===== config.mk =====
export PLATFORM = sky130hd
export DESIGN_NAME = mem_stage_hs
export DESIGN_NICKNAME = d
export VERILOG_FILES = /design/src/rtl/mem_stage_hs.sv
export SDC_FILE = /design/constraint.sdc
export NUM_CORES = 1
export LEC_CHECK = 0
export ABC_AREA = 0
export ABC_CLOCK_PERIOD_IN_PS = 14100
export CAP_MARGIN = 20
export CORE_AREA = 2 2 227 229
export CTS_CLUSTER_SIZE = 12
export DETAILED_ROUTE_END_ITERATION = 16
export DIE_AREA = 0 0 229 231
export PLACE_DENSITY_LB_ADDON = 0.15
export SLEW_MARGIN = 15
export SYNTH_ARGS = -nofsm -noshare
export SYNTH_HDL_FRONTEND = slang
export SYNTH_SLANG_ARGS = --single-unit

===== constraint.sdc =====
create_clock -name clk -period 14.1 [get_ports clk]
set_clock_uncertainty 0.15 [all_clocks]
set_input_delay 2.82 -clock clk [delete_from_list [all_inputs] [get_ports clk]]
set_output_delay 2.82 -clock clk [all_outputs]
set_load 0.05 [all_outputs]

===== src/rtl/mem_stage_hs.sv =====
// Memory stage of the LEGv8 pipeline: resolves the branch and runs the req/ack data-memory handshake.
// Optional define MEM_ALIGN_CHECK_EN aborts misaligned accesses in IDLE with a bus error.
module mem_stage_hs #(
    parameter int N       = 64,
    parameter int TIMEOUT = 16
) (
    input  logic         clk,
    input  logic         reset,
    input  logic         valid_M,
    input  logic [N-1:0] aluResult_M,
    input  logic [N-1:0] writeData_M,
    input  logic         zero_M,
    input  logic [N-1:0] PCBranch_M,
    input  logic         Branch_M,
    input  logic         MemRead_M,
    input  logic         MemWrite_M,
    output logic         PCSrc_M,
    output logic [N-1:0] PCBranch_out,
    output logic         stall_M,
    output logic         dm_req,
    output logic         dm_we,
    output logic [N-1:0] dm_addr,
    output logic [N-1:0] dm_wdata,
    input  logic         dm_ack,
    input  logic [N-1:0] dm_rdata,
    output logic         valid_W,
    output logic [N-1:0] aluResult_W,
    output logic [N-1:0] readData_W,
    output logic         bus_err_W
);

    localparam int CW = (TIMEOUT > 1) ? $clog2(TIMEOUT) : 1;
    localparam logic [CW-1:0] CNT_LAST = CW'(TIMEOUT - 1);

    typedef enum logic {IDLE, ACCESS} state_t;

    state_t        state;
    logic [CW-1:0] count;
    logic          memop;
    logic          misalign;
    logic          lastCycle;

    assign memop = valid_M & (MemRead_M | MemWrite_M);

`ifdef MEM_ALIGN_CHECK_EN
    assign misalign = memop & (aluResult_M[2:0] != 3'b000);
`else
    assign misalign = 1'b0;
`endif

    // The counter saturates at the abort point, so this also marks the final ACCESS cycle.
    assign lastCycle = (count == CNT_LAST);

    assign stall_M = ((state == IDLE) & memop & ~misalign) |
                     ((state == ACCESS) & ~dm_ack & ~lastCycle);

    assign PCSrc_M      = valid_M & Branch_M & zero_M & (state == IDLE);
    assign PCBranch_out = PCBranch_M;

    always_ff @(posedge clk or posedge reset) begin
        if (reset) begin
            state       <= IDLE;
            count       <= '0;
            dm_req      <= 1'b0;
            dm_we       <= 1'b0;
            dm_addr     <= '0;
            dm_wdata    <= '0;
            valid_W     <= 1'b0;
            aluResult_W <= '0;
            readData_W  <= '0;
            bus_err_W   <= 1'b0;
        end else begin
            valid_W <= 1'b0;
            case (state)
                IDLE: begin
                    if (misalign) begin
                        valid_W     <= 1'b1;
                        bus_err_W   <= 1'b1;
                        aluResult_W <= aluResult_M;
                    end else if (memop) begin
                        dm_addr  <= aluResult_M;
                        dm_wdata <= writeData_M;
                        dm_we    <= MemWrite_M;
                        dm_req   <= 1'b1;
                        count    <= '0;
                        state    <= ACCESS;
                    end else if (valid_M) begin
                        valid_W     <= 1'b1;
                        bus_err_W   <= 1'b0;
                        aluResult_W <= aluResult_M;
                    end
                end
                ACCESS: begin
                    // An ack on the final cycle still wins over the timeout.
                    if (dm_ack) begin
                        valid_W     <= 1'b1;
                        bus_err_W   <= 1'b0;
                        aluResult_W <= dm_addr;
                        if (!dm_we) begin
                            readData_W <= dm_rdata;
                        end
                        dm_req <= 1'b0;
                        state  <= IDLE;
                    end else if (lastCycle) begin
                        valid_W     <= 1'b1;
                        bus_err_W   <= 1'b1;
                        aluResult_W <= dm_addr;
                        dm_req      <= 1'b0;
                        state       <= IDLE;
                    end else begin
                        count <= count + 1'b1;
                    end
                end
                default: state <= IDLE;
            endcase
        end
    end

endmodule


==> flow_summary.toml <==
[worst_setup_path]
startpoint = "valid_M"
critical-path-max-stage-delay_ns = 0.82
cp_slowest_cell = "clkdlybuf4s50_1"
crit_top_cell = "clkdlybuf4s50_1"
worst-path-buf-inv = 2
crit_required_ns = 11.13
path_cells = "clkdlybuf4s50_1 -> nor2b_1 -> and3_1 -> clkdlybuf4s50_1"
worst-path-stages = 4
endpoint_kind = "output port"
r2r_cells = 6
cp_top_family = "buffers and inverters"
timing.rr.start = "state$_DFF_PP0_"
startpoint_type = "input pin"
critPathKind = "in2out"
arrival_ns = 5.01
crit_path_max_fanout = 6

[synth]
synth_common_cells = "401 x nand2_1, 265 x dfrtp_1, 100 x nor3_1, 64 x buf_4, 64 x nor2_1"
synthArstFlopShare_pct = 100
netlist_area_um2 = 11400
synthCells = 1141
synth.distinct_cells = 36
synth-seq-cells = 265
syn_avg_cell_area_um2 = 9.97
synth_top_area_share_pct = 58.3
ys_warn_count = 0
synthFlopType = "dfrtp_1"
seq_area_frac_synth_pct = 58.3
yosys.area.top_type = "dfrtp_1"
synth.most_common_cell = "nand2_1"
synth_area_leaders = "dfrtp_1 58%, nand2_1 13%, mux2_1 5.9%"
synth_edf_count = 0
synth_fp_nets = 1406

[timing]
rsz0062_at_grt = "false"
timing.final.crit_share_pct = 56.6
finalSetupViolCount = 0
finalSetupTns_ns = 0
fmax_ghz = 0.125
final_hold_viol_count = 0
final_max_slew_viol_count = 0
period_minus_slack_ns = 7.98
relSlewSlack_pct = 31.1
tightest_slew_ns = 1.03

[grt]
grt_overflow = 0
first_global_vias = 9963
grt_usage_pct = 15.7
grt_pass1_wl_mm = 64.0
antenna_found_initial = 2
grt_max_degree = 89

[finish]
drive_gt1_share_pct = 9.40
fin_cells = 2222
syn_to_final_growth_pct = 52.2
nets = 1784
fillers = 5252
diodes = 0

[floorplan]
coreArea_um2 = 50700
die_w_um = 229
initial_core_util_pct = 22.5
die-area_um2 = 52900
row_count = 83
die_h_um = 231
ios = 590

[flow_run]
cap_violations = 0

[clock_tree]
hold_buffers = 0
cts_resized = 0
clockRootBuffer = "clkbuf_16"
cts_tree = "yes"
cts.sinks = 265
cts_buffers = 34
post_cts_buffers = 0
clock_path_buffers = 3
htree_num_levels = 2
insertion_delay_ns = 0.53
path_clk_slew_ns = 0.05

[placed_design]
gp_congestion = 0.748
io_buffer_count = 461
dpl.hpwl_mm = 28.3
dp.cells = 2163

[routing]
firstDrtPassIters = 4
wirelength_mm = 41.8
antenna_left = 0
via_per_inst = 4.25
initialDrtViolationCount = 352
route.detailed.drc = 0
drt-wirelength-per-cell_um = 18.8
vias = 9439

[pwr]
power_density_nw_per_um2 = 217
p_leak_nw = 7.57
vdd_drop_max_v = 0.0000903

[hold_path]
hold_class = "reg2reg"
worstHoldStart = "dm_wdata[50]$_DFFE_PP0P_"
whs_path_depth = 2

[outcome]
outcome = "finished, final reports clean"
## layout by cell type, fill, tap and decap left out, drive strengths merged
master and n:
clkdlybuf4s50 461, nand2 402, dfrtp 265, nor3 159, nor2 64, mux2 64, clkbuf 52, a21oi 13
buf 13, o22ai 9, o21ai 7, clkinv 6, o221a 4, inv 3, and3 2, nand2b 2
nand3 2, nor4b 1, or4b 1, and2 1, nor2b 1, o21a 1, a22o 1, or2 1
or3b 1, nor3b 1, a21boi 1, or3 1, o32ai 1, ha 1, bufinv 1
## registers in the layout (all words and copies together) (netlist names)
signal,flops
readData_W,64
bus_err_W,1
count,4
dm_we,1
aluResult_W,64
valid_W,1
dm_addr,64
dm_req,1
state,1
dm_wdata,64
## cells by family (layout without fill, tap and decap cells)
family | Yosys count | count (layout) | share of synthesized area (%)
AOI/OAI and AO/OA | 37 | 37 | 2.09
adders and majority gates | 1 | 1 | 0.110
buffers and inverters | 135 | 536 | 7.19
DFF | 265 | 265 | 58.3
muxes | 64 | 64 | 6.33
and+or+nand+nor | 639 | 639 | 26.0
## per-layer routing
metal	share of wire [%]	global-route usage, %	vias to the layer above
met1	42	19.3	4555
met3	10	6.89	58
li1	-	-	4399
met2	45	24.8	423
met4	2.3	4.95	4
met5	0.062	0	-
## layout make-up
type | instances | area, µm² | area share, %
clock inverter | 7 | 60.1 | 0.347
clock buffer | 52 | 1080 | 6.25
inverter | 3 | 18.8 | 0.108
timing repair buffer | 474 | 4710 | 27.2
sequential | 265 | 6640 | 38.3
multi-input combinational | 741 | 3960 | 22.9
tap | 680 | 851 | 4.91
## power breakdown
group,leakage (nW),internal (mW),switching (mW)
Combinational,3.82,0.573,1.16
Sequential,3.18,0.992,0.145
Clock,0.571,0.545,0.340
## worst paths after layout
check                                                end  slack, ns
min in group asynchronous        dm_addr[35]$_DFFE_PP0P_       2.59
worst min-delay path            dm_wdata[50]$_DFFE_PP0P_       0.32
worst max register to register  dm_wdata[44]$_DFFE_PP0P_      11.00
max in group asynchronous                state$_DFF_PP0_       8.78
worst min register to register  dm_wdata[50]$_DFFE_PP0P_       0.32
worst max-delay path                             PCSrc_M       6.12
## worst reg2reg max path, stage by stage (launching register included)
cell      delay, ns
dfrtp_4        0.65
nand2b_1       0.29
nor2_4         0.13
buf_4          0.49
buf_4          0.85
nand2_1        0.36
nand2_1        0.12
## metrics by stage
step / hold WS [ns] / area (µm²) / power, mW / utilization, % / setup slack [ns]
finish: 0.321 / 17300 / 3.76 / 34.2 / 6.12
global route: 0.350 / 17300 / 3.94 / 34.2 / 6.07
CTS: 0.329 / 17300 / 3.82 / 34.2 / 6.12
detailed placement: 0.313 / 16200 / 2.90 / 31.9 / 6.12
global placement: 0.307 / 16200 / 2.89 / 31.9 / 6.16
floorplan: 0.374 / 11400 / 2.27 / - / 3.83
Note: power is estimated with default switching activity, not from simulation.
